$ cat src/rtl/serial_fifo_param_if.sv
// Handshake/bus bundle for serial_fifo_param: serial input, dequeue request,
// popped word and status/pulse flags.
interface serial_fifo_param_if #(
   parameter int DATA_W = 8,
   parameter int DEPTH  = 8
);
   logic                       data_in;
   logic                       write_in;
   logic                       dequeue_in;
   logic [DATA_W-1:0]          data_out;
   logic                       valid_out;
   logic                       full_out;
   logic                       empty_out;
   logic [$clog2(DEPTH+1)-1:0] count_out;
   logic                       overflow_out;
   logic                       underflow_out;
   logic                       frame_err_out;

   modport master (
      output data_in, write_in, dequeue_in,
      input  data_out, valid_out, full_out, empty_out, count_out,
             overflow_out, underflow_out, frame_err_out
   );

   modport slave (
      input  data_in, write_in, dequeue_in,
      output data_out, valid_out, full_out, empty_out, count_out,
             overflow_out, underflow_out, frame_err_out
   );
endinterface

$ cat src/rtl/serial_fifo_param.sv
// Gated serial-in deserialiser feeding a DEPTH-entry circular FIFO, popped on
// rising edges of dequeue_in, with occupancy count and event pulse flags.
module serial_fifo_param #(
   parameter int DATA_W    = 8,
   parameter int DEPTH     = 8,
   parameter int BIT_DIV   = 10,
   parameter int MSB_FIRST = 1
) (
   input logic               clock1M,
   input logic               reset,
   serial_fifo_param_if.slave bus
);
   localparam int CW = $clog2(DEPTH + 1);
   localparam int PW = $clog2(DEPTH);
   localparam int DW = $clog2(BIT_DIV);
   localparam int BW = $clog2(DATA_W);

   localparam logic [1:0] IDLE     = 2'd0;
   localparam logic [1:0] SHIFT    = 2'd1;
   localparam logic [1:0] PUSH     = 2'd2;
   localparam logic [1:0] WAIT_LOW = 2'd3;

   localparam logic [DW-1:0] DIV_LAST   = DW'(BIT_DIV - 1);
   // div holds cycles since E0 mod BIT_DIV, so the sample edge sees the value one below
   localparam logic [DW-1:0] DIV_SAMPLE = DW'(BIT_DIV / 2 - 1);
   localparam logic [BW-1:0] BIT_LAST   = BW'(DATA_W - 1);
   localparam logic [CW-1:0] CNT_FULL   = CW'(DEPTH);

   logic [1:0]        state;
   logic [DW-1:0]     div;
   logic [BW-1:0]     bit_cnt;
   logic [DATA_W-1:0] shreg;
   logic [DATA_W-1:0] mem [DEPTH];
   logic [PW-1:0]     wr_ptr, rd_ptr;
   logic [CW-1:0]     count;
   logic              dequeue_q;
   logic [DATA_W-1:0] data_r;
   logic              valid_r, ovf_r, unf_r, ferr_r;

   logic full, empty, pop_req, pop_ok, push, push_ok, sample;

   assign full    = (count == CNT_FULL);
   assign empty   = (count == '0);
   assign pop_req = bus.dequeue_in & ~dequeue_q;
   assign pop_ok  = pop_req & ~empty;
   assign push    = (state == PUSH);
   // A pop on the same edge frees the slot, so a push into a full FIFO still lands
   assign push_ok = push & (~full | pop_ok);
   assign sample  = (state == SHIFT) & bus.write_in & (div == DIV_SAMPLE);

   always_ff @(posedge clock1M or posedge reset) begin
      if (reset) begin
         state   <= IDLE;
         div     <= '0;
         bit_cnt <= '0;
         shreg   <= '0;
         ferr_r  <= 1'b0;
      end else begin
         ferr_r <= 1'b0;
         case (state)
            IDLE: begin
               if (bus.write_in) begin
                  state   <= SHIFT;
                  div     <= '0;
                  bit_cnt <= '0;
               end
            end
            SHIFT: begin
               if (!bus.write_in) begin
                  ferr_r <= 1'b1;
                  state  <= IDLE;
               end else begin
                  div <= (div == DIV_LAST) ? '0 : div + DW'(1);
                  if (sample) begin
                     if (MSB_FIRST != 0) shreg <= {shreg[DATA_W-2:0], bus.data_in};
                     else                shreg <= {bus.data_in, shreg[DATA_W-1:1]};
                     bit_cnt <= bit_cnt + BW'(1);
                     if (bit_cnt == BIT_LAST) state <= PUSH;
                  end
               end
            end
            PUSH:    state <= WAIT_LOW;
            default: if (!bus.write_in) state <= IDLE;
         endcase
      end
   end

   always_ff @(posedge clock1M or posedge reset) begin
      if (reset) begin
         wr_ptr    <= '0;
         rd_ptr    <= '0;
         count     <= '0;
         dequeue_q <= 1'b0;
         data_r    <= '0;
         valid_r   <= 1'b0;
         ovf_r     <= 1'b0;
         unf_r     <= 1'b0;
      end else begin
         dequeue_q <= bus.dequeue_in;
         valid_r   <= pop_ok;
         unf_r     <= pop_req & empty;
         ovf_r     <= push & ~push_ok;
         if (pop_ok) begin
            data_r <= mem[rd_ptr];
            rd_ptr <= rd_ptr + PW'(1);
         end
         if (push_ok) wr_ptr <= wr_ptr + PW'(1);
         if (push_ok && !pop_ok)      count <= count + CW'(1);
         else if (!push_ok && pop_ok) count <= count - CW'(1);
      end
   end

   always_ff @(posedge clock1M) begin
      if (push_ok) mem[wr_ptr] <= shreg;
   end

   assign bus.data_out      = data_r;
   assign bus.valid_out     = valid_r;
   assign bus.full_out      = full;
   assign bus.empty_out     = empty;
   assign bus.count_out     = count;
   assign bus.overflow_out  = ovf_r;
   assign bus.underflow_out = unf_r;
   assign bus.frame_err_out = ferr_r;
endmodule

$ cat src/flat_wrapper.sv
// flat-port wrapper written by rule: the top's interface ports become plain ports
module serial_fifo_param_flat 
#(
   parameter int DATA_W    = 8,
   parameter int DEPTH     = 8,
   parameter int BIT_DIV   = 10,
   parameter int MSB_FIRST = 1
)
  (clock1M, reset, bus_data_in, bus_write_in, bus_dequeue_in, bus_data_out, bus_valid_out, bus_full_out, bus_empty_out, bus_count_out, bus_overflow_out, bus_underflow_out, bus_frame_err_out);
  serial_fifo_param_if #(.DATA_W(DATA_W), .DEPTH(DEPTH)) bus_i ();
  input logic clock1M;
  input logic reset;
  input wire logic [$bits(bus_i.data_in)-1:0] bus_data_in;
  input wire logic [$bits(bus_i.write_in)-1:0] bus_write_in;
  input wire logic [$bits(bus_i.dequeue_in)-1:0] bus_dequeue_in;
  output wire logic [$bits(bus_i.data_out)-1:0] bus_data_out;
  output wire logic [$bits(bus_i.valid_out)-1:0] bus_valid_out;
  output wire logic [$bits(bus_i.full_out)-1:0] bus_full_out;
  output wire logic [$bits(bus_i.empty_out)-1:0] bus_empty_out;
  output wire logic [$bits(bus_i.count_out)-1:0] bus_count_out;
  output wire logic [$bits(bus_i.overflow_out)-1:0] bus_overflow_out;
  output wire logic [$bits(bus_i.underflow_out)-1:0] bus_underflow_out;
  output wire logic [$bits(bus_i.frame_err_out)-1:0] bus_frame_err_out;
  assign bus_i.data_in = bus_data_in;
  assign bus_i.write_in = bus_write_in;
  assign bus_i.dequeue_in = bus_dequeue_in;
  assign bus_data_out = bus_i.data_out;
  assign bus_valid_out = bus_i.valid_out;
  assign bus_full_out = bus_i.full_out;
  assign bus_empty_out = bus_i.empty_out;
  assign bus_count_out = bus_i.count_out;
  assign bus_overflow_out = bus_i.overflow_out;
  assign bus_underflow_out = bus_i.underflow_out;
  assign bus_frame_err_out = bus_i.frame_err_out;
  serial_fifo_param #(.DATA_W(DATA_W), .DEPTH(DEPTH), .BIT_DIV(BIT_DIV), .MSB_FIRST(MSB_FIRST)) u_core (.clock1M(clock1M), .reset(reset), .bus(bus_i));
endmodule
$ cat config.mk
export PLATFORM = sky130hd
export DESIGN_NAME = serial_fifo_param_flat
export DESIGN_NICKNAME = d
export VERILOG_FILES = /design/src/rtl/serial_fifo_param_if.sv /design/src/rtl/serial_fifo_param.sv /design/src/flat_wrapper.sv
export SDC_FILE = /design/constraint.sdc
export NUM_CORES = 1
export LEC_CHECK = 0
export BUFFER_PORTS_ARGS = -buffer_cell sky130_fd_sc_hd__buf_2
export CORE_MARGIN = 2
export CORE_UTILIZATION = 50
export DETAILED_ROUTE_END_ITERATION = 10
export PLACE_DENSITY = 0.69
export SYNTH_ARGS = -nofsm -noshare
export SYNTH_HDL_FRONTEND = slang
export SYNTH_SLANG_ARGS = --single-unit
$ cat constraint.sdc
create_clock -name clock1M -period 4.9 [get_ports clock1M]
set_clock_uncertainty 0.2 [all_clocks]
set_input_delay 1.225 -clock clock1M [delete_from_list [all_inputs] [get_ports clock1M]]
set_output_delay 1.225 -clock clock1M [all_outputs]
set_load 0.02 [all_outputs]
==> impl_metrics.json, run 1 <==
{
  "num_vias": 2450,
  "slowest_delay_ns": 0.40,
  "synth_area_um2": 4407,
  "cp_cell_sequence": "buf_2 -> nand2b_1 -> nand3_1 -> nand2_1 -> inv_1 -> ha_1 -> inv_1 -> ha_1 -> a21o_1 -> a2111oi_2 -> a31oi_1 -> a221o_1",
  "gr-total-overflow": 0,
  "synth_compound_area_frac": 0.06559,
  "wl_per_cell_um": 16.27,
  "root_buffer": "clkbuf_8",
  "syn_nets": 325,
  "syn_inst": 305,
  "critPathMaxFanout": 12,
  "htree_levels": 3,
  "tns_ns": 0,
  "routed_wl_um": 7306,
  "drc": 0,
  "setup_viol": 0,
  "area_growth_pct": 9.824,
  "powerDensity_nw_per_um2": 491.1,
  "cts.path.max_buffers": 2,
  "pin_count": 23,
  "cts_buffers": 9,
  "grt_pass1_wl_um": 11950,
  "drv_slew": 0,
  "max_freq_mhz": 271.0,
  "rsz0062_at_grt": "false",
  "cp.required_ns": 4.95,
  "crit_path_end_kind": "register",
  "grt_max_degree": 41,
  "drive_above_1_share": 0.1760,
  "crit-reg2reg-capture": "u_core.bus.count_out[3]",
  "yosys_warnings": 0,
  "multi_input_comb_area_um2": 1388,
  "worst_slew_pin_slew_ns": 0.7852,
  "use_met2": 0.2508,
  "synth.distinct_cells": 39,
  "hold_end": "u_core.bit_cnt[0]",
  "dieArea_um2": 9580,
  "synth.area.mux_share": 0.1107,
  "cts_resized": 0,
  "synthXorXnorAreaFrac": 0.01391,
  "worstSkewPairLatency_ns": 0.35,
  "dr.pass1.iters": 4,
  "r2r-start": "u_core.bus.count_out[0]",
  "fillCellCount": 700,
  "use_met3": 0.03078,
  "relSlewSlack": 0.4746,
  "hold_viol_final": 0,
  "antenna_cells": 0,
  "clkTransAtPathRegs_ns": 0.09,
  "yosys.area_share.simple": 0.08035,
  "synth_seq_area_share": 0.6633,
  "syn_avg_cell_area_um2": 14.45,
  "cp.arrival_ns": 3.74,
  "min_period_ns": 3.691,
  "drt_iter0_drc": 90,
  "rows": 34,
  "initial_core_util": 0.5103,
  "drv_cap": 0,
  "postCtsSetupRepairBufs": 0,
  "reg2reg_depth": 11,
  "synth_top_family_by_area": "multiplexers",
  "grt_pass1_vias": 2431,
  "hold_buffers": 0,
  "portBuffers": 22,
  "core_area_um2": 8636,
  "power.total_mw": 2.377,
  "place.gp.congestion": 0.7869,
  "busiest_layer": "met2",
  "fin_nets": 356,
  "start_kind": "input pin",
  "power_leakage_nw": 2.033,
  "worst_hold_path_type": "reg -> reg",
  "cts_tree": "done",
  "synth_area_leaders": "edfxtp_1 (44%), dfrtp_1 (23%), mux2i_1 (8.2%)",
  "ir_drop_uv": 299.3,
  "synth_top_area_frac": 0.4361,
  "dp_hpwl_um": 4919,
  "crit_type": "in -> reg",
  "seq_area_um2": 2923,
  "cp_slowest_cell": "a2111oi_2",
  "synthAdderAreaFrac": 0.04429,
  "viasPerCell": 5.457,
  "die_w_um": 97.88,
  "grtUsageTotal": 0.1607,
  "min-delay-start": "u_core.bit_cnt[0]",
  "synth_area_leader_cell": "edfxtp_1",
  "outcome": "completed",
  "cts_sinks": 104,
  "period_share": 0.7532,
  "die_h_um": 97.88,
  "met1_usage": 0.2231,
  "detail-route-antenna-nets": 0,
  "synth_seq_cells": 104,
  "rrSetupSlack_ns": 1.61,
  "antenna_found_initial": 0,
  "min_path_cells": 1
}
## sequential cells by signal (all words and copies together), names as in the netlist, 2 cells and up
name / flops
u_core.mem: 64
u_core.wr_ptr: 3
u_core.state: 2
u_core.bit_cnt: 3
u_core.bus.count_out: 4
u_core.div: 4
u_core.bus.data_out: 8
u_core.shreg: 8
u_core.rd_ptr: 3
## critical path: cells and delay by family
| kind | cells | cell delay [ns] |
|---|---|---|
| compound gates | 4 | 1.01 |
| fa+ha+maj | 2 | 0.49 |
| buf+inv | 3 | 0.33 |
| simple gates | 3 | 0.70 |
## worst max-delay path by stage
stage,start,slack (ns),to
CTS,bus_dequeue_in,1.27,u_core.bus.count_out[3]
finish,bus_dequeue_in,1.21,u_core.bus.count_out[3]
global route,bus_dequeue_in,1.09,u_core.bus.count_out[3]
detailed placement,bus_dequeue_in,0.89,u_core.bus.count_out[3]
floorplan,bus_dequeue_in,1.37,u_core.bus.count_out[3]
global placement,bus_dequeue_in,1.02,u_core.bus.count_out[3]
## synth_stat cells, drive strengths merged
cell / number
nor4: 5
nand3: 14
and3: 1
edfxtp: 64
mux2: 11
nor2: 8
a22oi: 16
xnor2: 5
inv: 11
or3b: 1
a221o: 1
a22o: 1
a21o: 3
dfrtp: 40
buf: 10
xor2: 2
nand4b: 1
and2: 3
mux2i: 36
nand3b: 1
o21bai: 3
fa: 1
clkbuf: 1
a31oi: 2
o21ai: 13
a2111oi: 1
a21boi: 1
nor2b: 3
a21oi: 1
nand2b: 1
nor3: 6
nand2: 22
nor3b: 2
ha: 14
## logic make-up after synthesis
logic type | after synthesis
DFF | 104
and+or+nand+nor | 68
muxes | 47
AOI/OAI and AO/OA | 42
buffers and inverters | 22
adders and majority gates | 15
xor gates and xnor gates | 7
## metrics by stage
stage          std cells  hold WS [ns]  worst slack, ns    util  cell area (µm²)
2_1_floorplan        305        0.2638            1.373       -             4407
3_3_place_gp         433        0.2861            1.016  0.5401             4664
3_5_place_dp         433        0.2919           0.8860  0.5401             4664
4_1_cts              449        0.3082            1.266  0.5604             4840
5_1_grt              449        0.3275            1.087  0.5604             4840
6_report             449        0.3087            1.209  0.5604             4840
## per-layer routing
layer / share of wire / wire (µm)
met5: 0 / 0
met4: 0.017 / 121
met3: 0.027 / 194
met2: 0.46 / 3373
met1: 0.49 / 3616
## placed cells by master (no fill, tap or decap), types with 3 or more instances in the layout
cell type,instances
mux2_2,10
edfxtp_1,64
nor2b_1,3
and2_1,3
dfrtp_1,40
nor4_1,4
o21bai_1,3
inv_1,11
a22oi_1,16
ha_1,14
buf_2,22
mux2i_1,36
nor2_1,6
a21o_1,3
xnor2_1,5
clkbuf_8,11
buf_4,9
nand3_1,14
o21ai_0,13
nand2_1,22
nor3_1,6
## where the power goes
group | total, mW | switching, mW | internal, mW
registers | 1.14 | 0.111 | 1.03
logic | 0.761 | 0.440 | 0.321
clock network | 0.473 | 0.262 | 0.211
total | 2.38 | 0.813 | 1.56
## cell type report
class,count,area share
clock inverters,3,0.003361
inverters,11,0.008532
multi-input cells,179,0.2867
clock buffers,13,0.03283
well taps,108,0.02792
flip-flops and latches,104,0.6039
repair buffers,31,0.03671
(Power assumes the default switching activity.)
==> inputs of run 2 (changes only) <==
--- a/config.mk
+++ b/config.mk
@@ -9,7 +9,7 @@
 export CORE_MARGIN = 2
 export CORE_UTILIZATION = 50
 export DETAILED_ROUTE_END_ITERATION = 10
-export PLACE_DENSITY = 0.69
+export PLACE_DENSITY = 0.72
 export SYNTH_ARGS = -nofsm -noshare
 export SYNTH_HDL_FRONTEND = slang
 export SYNTH_SLANG_ARGS = --single-unit
==> constraint.sdc (replaced) <==
create_clock -name clock1M -period 3.02 [get_ports clock1M]
set_clock_uncertainty 0.2 [all_clocks]
set_input_delay 0.755 -clock clock1M [delete_from_list [all_inputs] [get_ports clock1M]]
set_output_delay 0.755 -clock clock1M [all_outputs]
set_load 0.02 [all_outputs]
==> impl_metrics.json, run 2 (synthesis results as in run 1) <==
{
  "outcome": "completed",
  "antenna_found_initial": 0,
  "portBuffers": 22,
  "detail-route-antenna-nets": 0,
  "start_kind": "register",
  "dr.pass1.iters": 4,
  "max_freq_mhz": 362.0,
  "pin_count": 23,
  "cp.arrival_ns": 2.81,
  "drv_slew": 0,
  "antenna_cells": 0,
  "fin_nets": 365,
  "power_leakage_nw": 2.103,
  "die_w_um": 97.88,
  "worst_hold_path_type": "in -> async",
  "rsz0062_at_grt": "false",
  "gr-total-overflow": 0,
  "worstSkewPairLatency_ns": 0.36,
  "cts_sinks": 104,
  "final_cell_mix": "edfxtp_1 (64), dfrtp_1 (39), mux2i_1 (36), nand2_1 (22), buf_2 (22)",
  "hold_viol_final": 0,
  "htree_levels": 3,
  "crit_path_frequent_cell": "ha_4",
  "relSlewSlack": 0.6130,
  "cts.path.max_buffers": 2,
  "ir_drop_uv": 325.1,
  "final_common_cell": "edfxtp_1",
  "drt_iter0_drc": 122,
  "period_share": 0.9146,
  "fin_util": 0.5779,
  "dpl.cell_count": 442,
  "timing.hold.ws_ns": 0.2923,
  "worst_slew_pin_slew_ns": 0.5805,
  "powerDensity_nw_per_um2": 811.3,
  "grtUsageTotal": 0.1540,
  "rows": 34,
  "cts_buffers": 9,
  "root_buffer": "clkbuf_8",
  "min_period_ns": 2.762,
  "clkTransAtPathRegs_ns": 0.10,
  "num_vias": 2502,
  "grt_max_degree": 41,
  "cts_tree": "done",
  "drc": 0,
  "cp_slowest_cell": "dfrtp_1",
  "hold_buffers": 0,
  "die_h_um": 97.88,
  "critPathMaxFanout": 5,
  "crit_type": "reg -> reg",
  "wl_per_cell_um": 15.24,
  "grt_pass1_wl_um": 11740,
  "instances_no_fill": 458,
  "core_area_um2": 8636,
  "initial_core_util": 0.5103,
  "cp.required_ns": 3.07,
  "dp_hpwl_um": 4862,
  "drive_above_1_share": 0.2229,
  "viasPerCell": 5.463,
  "timing.critical_path.from": "u_core.bus.count_out[2]",
  "routed_wl_um": 6981,
  "largest_reg_flops": 64,
  "r2r-start": "u_core.bus.count_out[2]",
  "place.gp.congestion": 0.7673,
  "drv_cap": 0,
  "regMostFlops": "u_core.mem",
  "crit_path_end_kind": "register",
  "grt_pass1_vias": 2443,
  "cp_cell_sequence": "nor3_2 -> nand3_1 -> nand2_1 -> inv_1 -> ha_4 -> inv_4 -> ha_4 -> a21o_1 -> a2111oi_2 -> a31oi_1 -> a221o_1",
  "slowest_delay_ns": 0.47,
  "dieArea_um2": 9580,
  "area_growth_pct": 13.26,
  "setup_viol": 0
}
## run 2: changes by cell type in the layout (fill, tap and decap cells not counted), moves of 2 or more
cell and change:
buf_4 +9, inv_1 -2, inv_6 +2, inv_4 +2, clkbuf_1 -2, ha_1 -2
ha_4 +2
## run 2: worst paths after layout
kind / end / slack, ns / cells past startpoint
worst max-delay path: u_core.bus.count_out[3] / 0.26 / 11
min in group clock1M: u_core.bus.data_out[6] / 0.31 / 2
max in group asynchronous: u_core.bus.count_out[3] / 1.97 / 3
worst min register to register: u_core.bus.data_out[6] / 0.31 / 2
worst min-delay path: u_core.state[1] / 0.29 / 3
worst max register to register: u_core.bus.count_out[3] / 0.26 / 11
## run 2: layout make-up
cell class | count | area, µm²
tap | 108 | 135.1
fill | 655 | 3645
clock inverter | 5 | 60.06
inverter | 11 | 46.29
clock buffer | 11 | 162.7
multi-input combinational | 179 | 1418
sequential | 104 | 2924
timing repair buffer | 40 | 245.2
## run 2: what timing repair did
item / CTS / global route
buffers inserted: 0 / 0
resized for setup: 0 / 1
endpoints found under the setup margin: 0 / 1
## run 2: worst max-delay path: cells and delay by family (launching register included)
family          cells  cell delay, ns
buf+inv             2            0.15
compound gates      4            1.00
simple gates        3            0.46
fa+ha+maj           2            0.38
flops               1            0.47
## run 2: where the power goes
group          total [mW]  switching [mW]  internal (mW)
combinational        1.30           0.747          0.556
clock               0.922           0.461          0.461
sequential           1.82           0.150           1.68
total                4.05            1.36           2.69
## run 2: per-stage QoR
stage / setup slack [ns] / area [µm²] / total power, mW / TNS (ns)
3_5_place_dp: -0.01565 / 4763 / 3.165 / -0.01565
2_1_floorplan: -0.08187 / 4451 / 2.844 / -0.08187
4_1_cts: 0.1754 / 4986 / 4.079 / 0
6_report: 0.2578 / 4991 / 4.049 / 0
5_1_grt: 0.1123 / 4991 / 4.283 / 0
3_3_place_gp: 0.1075 / 4763 / 3.116 / 0
## run 2: routing by layer
layer / vias to the layer above / part of all wire / global-route usage
li1: 1211 / - / -
met4: 0 / 0.021 / 0.04701
met1: 1232 / 0.47 / 0.2060
met5: - / 0 / 0
met2: 45 / 0.48 / 0.2471
met3: 14 / 0.031 / 0.04366
==> inputs of run 3 (changes only) <==
--- a/config.mk
+++ b/config.mk
@@ -7,9 +7,11 @@
 export LEC_CHECK = 0
 export BUFFER_PORTS_ARGS = -buffer_cell sky130_fd_sc_hd__buf_2
 export CORE_MARGIN = 2
-export CORE_UTILIZATION = 50
+export CORE_UTILIZATION = 54
 export DETAILED_ROUTE_END_ITERATION = 10
-export PLACE_DENSITY = 0.72
+export PLACE_DENSITY = 0.77
+export REMOVE_ABC_BUFFERS = 1
+export SLEW_MARGIN = 20
 export SYNTH_ARGS = -nofsm -noshare
 export SYNTH_HDL_FRONTEND = slang
 export SYNTH_SLANG_ARGS = --single-unit
==> impl_metrics.json, run 3 (synthesis results as in run 1) <==
{
  "outcome": "completed",
  "cp_cell_sequence": "nor3_4 -> nand3_1 -> nand2_1 -> inv_1 -> ha_1 -> inv_1 -> ha_1 -> a21o_1 -> a2111oi_2 -> a31oi_1 -> a221o_1",
  "place_area_um2": 4748,
  "largest_reg_flops": 64,
  "area_growth_pct": 11.47,
  "dieArea_um2": 8899,
  "final_cell_area_um2": 4912,
  "cts_buffers": 9,
  "worstSkewPairLatency_ns": 0.37,
  "dr.pass1.iters": 4,
  "drv_cap": 0,
  "antenna_found_initial": 0,
  "num_vias": 2487,
  "grt_max_degree": 25,
  "cp.arrival_ns": 2.87,
  "pin_count": 23,
  "tns_ns": 0,
  "grt_pass1_wl_um": 12390,
  "die_w_um": 94.34,
  "drive_above_1_share": 0.2040,
  "antenna_cells": 0,
  "grtUsageTotal": 0.1859,
  "period_share": 0.9310,
  "power.total_mw": 3.867,
  "die_h_um": 94.34,
  "root_buffer": "clkbuf_8",
  "power_leakage_nw": 2.081,
  "reg2reg_depth": 11,
  "critPathMaxFanout": 5,
  "wl_per_cell_um": 16.46,
  "regMostFlops": "u_core.mem",
  "gr-total-overflow": 0,
  "portBuffers": 22,
  "viasPerCell": 5.466,
  "place.gp.congestion": 0.8221,
  "setup_viol": 0,
  "timing.critical_path.from": "u_core.bus.count_out[2]",
  "cp.required_ns": 3.08,
  "grt_pass1_vias": 2451,
  "drv_slew": 0,
  "dp_hpwl_um": 5255,
  "min_period_ns": 2.812,
  "fin_nets": 368,
  "crit_path_end_kind": "register",
  "core_area_um2": 7807,
  "rrSetupSlack_ns": 0.21,
  "rows": 32,
  "drc": 0,
  "clkTransAtPathRegs_ns": 0.09,
  "initial_core_util": 0.5644,
  "r2r-start": "u_core.bus.count_out[2]",
  "worst_hold_path_type": "in -> async",
  "crit-reg2reg-capture": "u_core.bus.count_out[3]",
  "critPathTopFamily": "compound AO/OA/AOI/OAI gates",
  "worst_slack_ns": 0.2084,
  "htree_levels": 3,
  "max_freq_mhz": 355.7,
  "crit_buf_inv": 2,
  "final_common_cell": "edfxtp_1",
  "relSlewSlack": 0.5247,
  "cts_tree": "done",
  "crit_type": "reg -> reg",
  "powerDensity_nw_per_um2": 787.3,
  "start_kind": "register",
  "dp_slack_ns": -0.04944,
  "ir_drop_uv": 273.4,
  "cts.path.max_buffers": 2,
  "postCtsSetupRepairBufs": 0,
  "rsz0062_at_grt": "false",
  "hold_viol_final": 0,
  "detail-route-antenna-nets": 0,
  "drt_iter0_drc": 90,
  "final_cell_mix": "edfxtp_1 (64), dfrtp_1 (39), mux2i_1 (36), nand2_1 (22), buf_2 (22)",
  "worst_slew_pin_slew_ns": 0.7086,
  "cts_sinks": 104,
  "cp_slowest_cell": "dfrtp_1",
  "routed_wl_um": 7488,
  "slowest_delay_ns": 0.48
}
run 3: changes by cell type in the layout (fill, tap and decap cells not counted), moves of 2 or more:
cell / delta
inv_4: -2
ha_4: -2
inv_6: -2
buf_4: +3
ha_1: +2
clkbuf_1: +5
run 3: area by class of cell:
| cell class | instances | area (µm²) |
|---|---|---|
| multi-input combinational | 179 | 1399 |
| inverter | 11 | 41.29 |
| sequential | 104 | 2924 |
| tap | 102 | 127.6 |
| clock inverter | 2 | 10.01 |
| clock buffer | 14 | 142.6 |
| timing repair buffer | 43 | 267.8 |
| fill | 576 | 2895 |
run 3: worst max-delay path by stage:
stage,cells past startpoint,to
CTS,11,u_core.bus.count_out[3]
global placement,12,u_core.bus.count_out[3]
global route,11,u_core.bus.count_out[3]
finish,11,u_core.bus.count_out[3]
detailed placement,12,u_core.bus.count_out[3]
floorplan,10,u_core.bus.count_out[3]
run 3: stage by stage:
step	instances	hold slack (ns)	util
2_1_floorplan	294	0.2638	-
3_3_place_gp	439	0.2809	0.6082
4_1_cts	455	0.2077	0.6277
6_report	455	0.2055	0.6292
3_5_place_dp	439	0.2898	0.6082
5_1_grt	455	0.2350	0.6292
run 3: where the power goes:
| part | switching, mW | internal, mW |
|---|---|---|
| Sequential | 0.197 | 1.67 |
| Clock | 0.429 | 0.300 |
| Combinational | 0.707 | 0.560 |
run 3: metal layers:
| layer | wire length, µm | share of wire | up-vias | track usage |
|---|---|---|---|---|
| li1 | - | - | 1215 | - |
| met1 | 3548 | 0.47 | 1209 | 0.2644 |
| met2 | 3519 | 0.47 | 54 | 0.2821 |
| met3 | 312 | 0.042 | 9 | 0.03033 |
| met4 | 108 | 0.014 | 0 | 0.08937 |
| met5 | 0 | 0 | - | 0 |
run 3: what timing repair did:
action	4_1_cts	5_1_grt
setup endpoints to repair	0	1
hold endpoints to repair	0	0
resized for setup	0	2
hold buffers	0	0
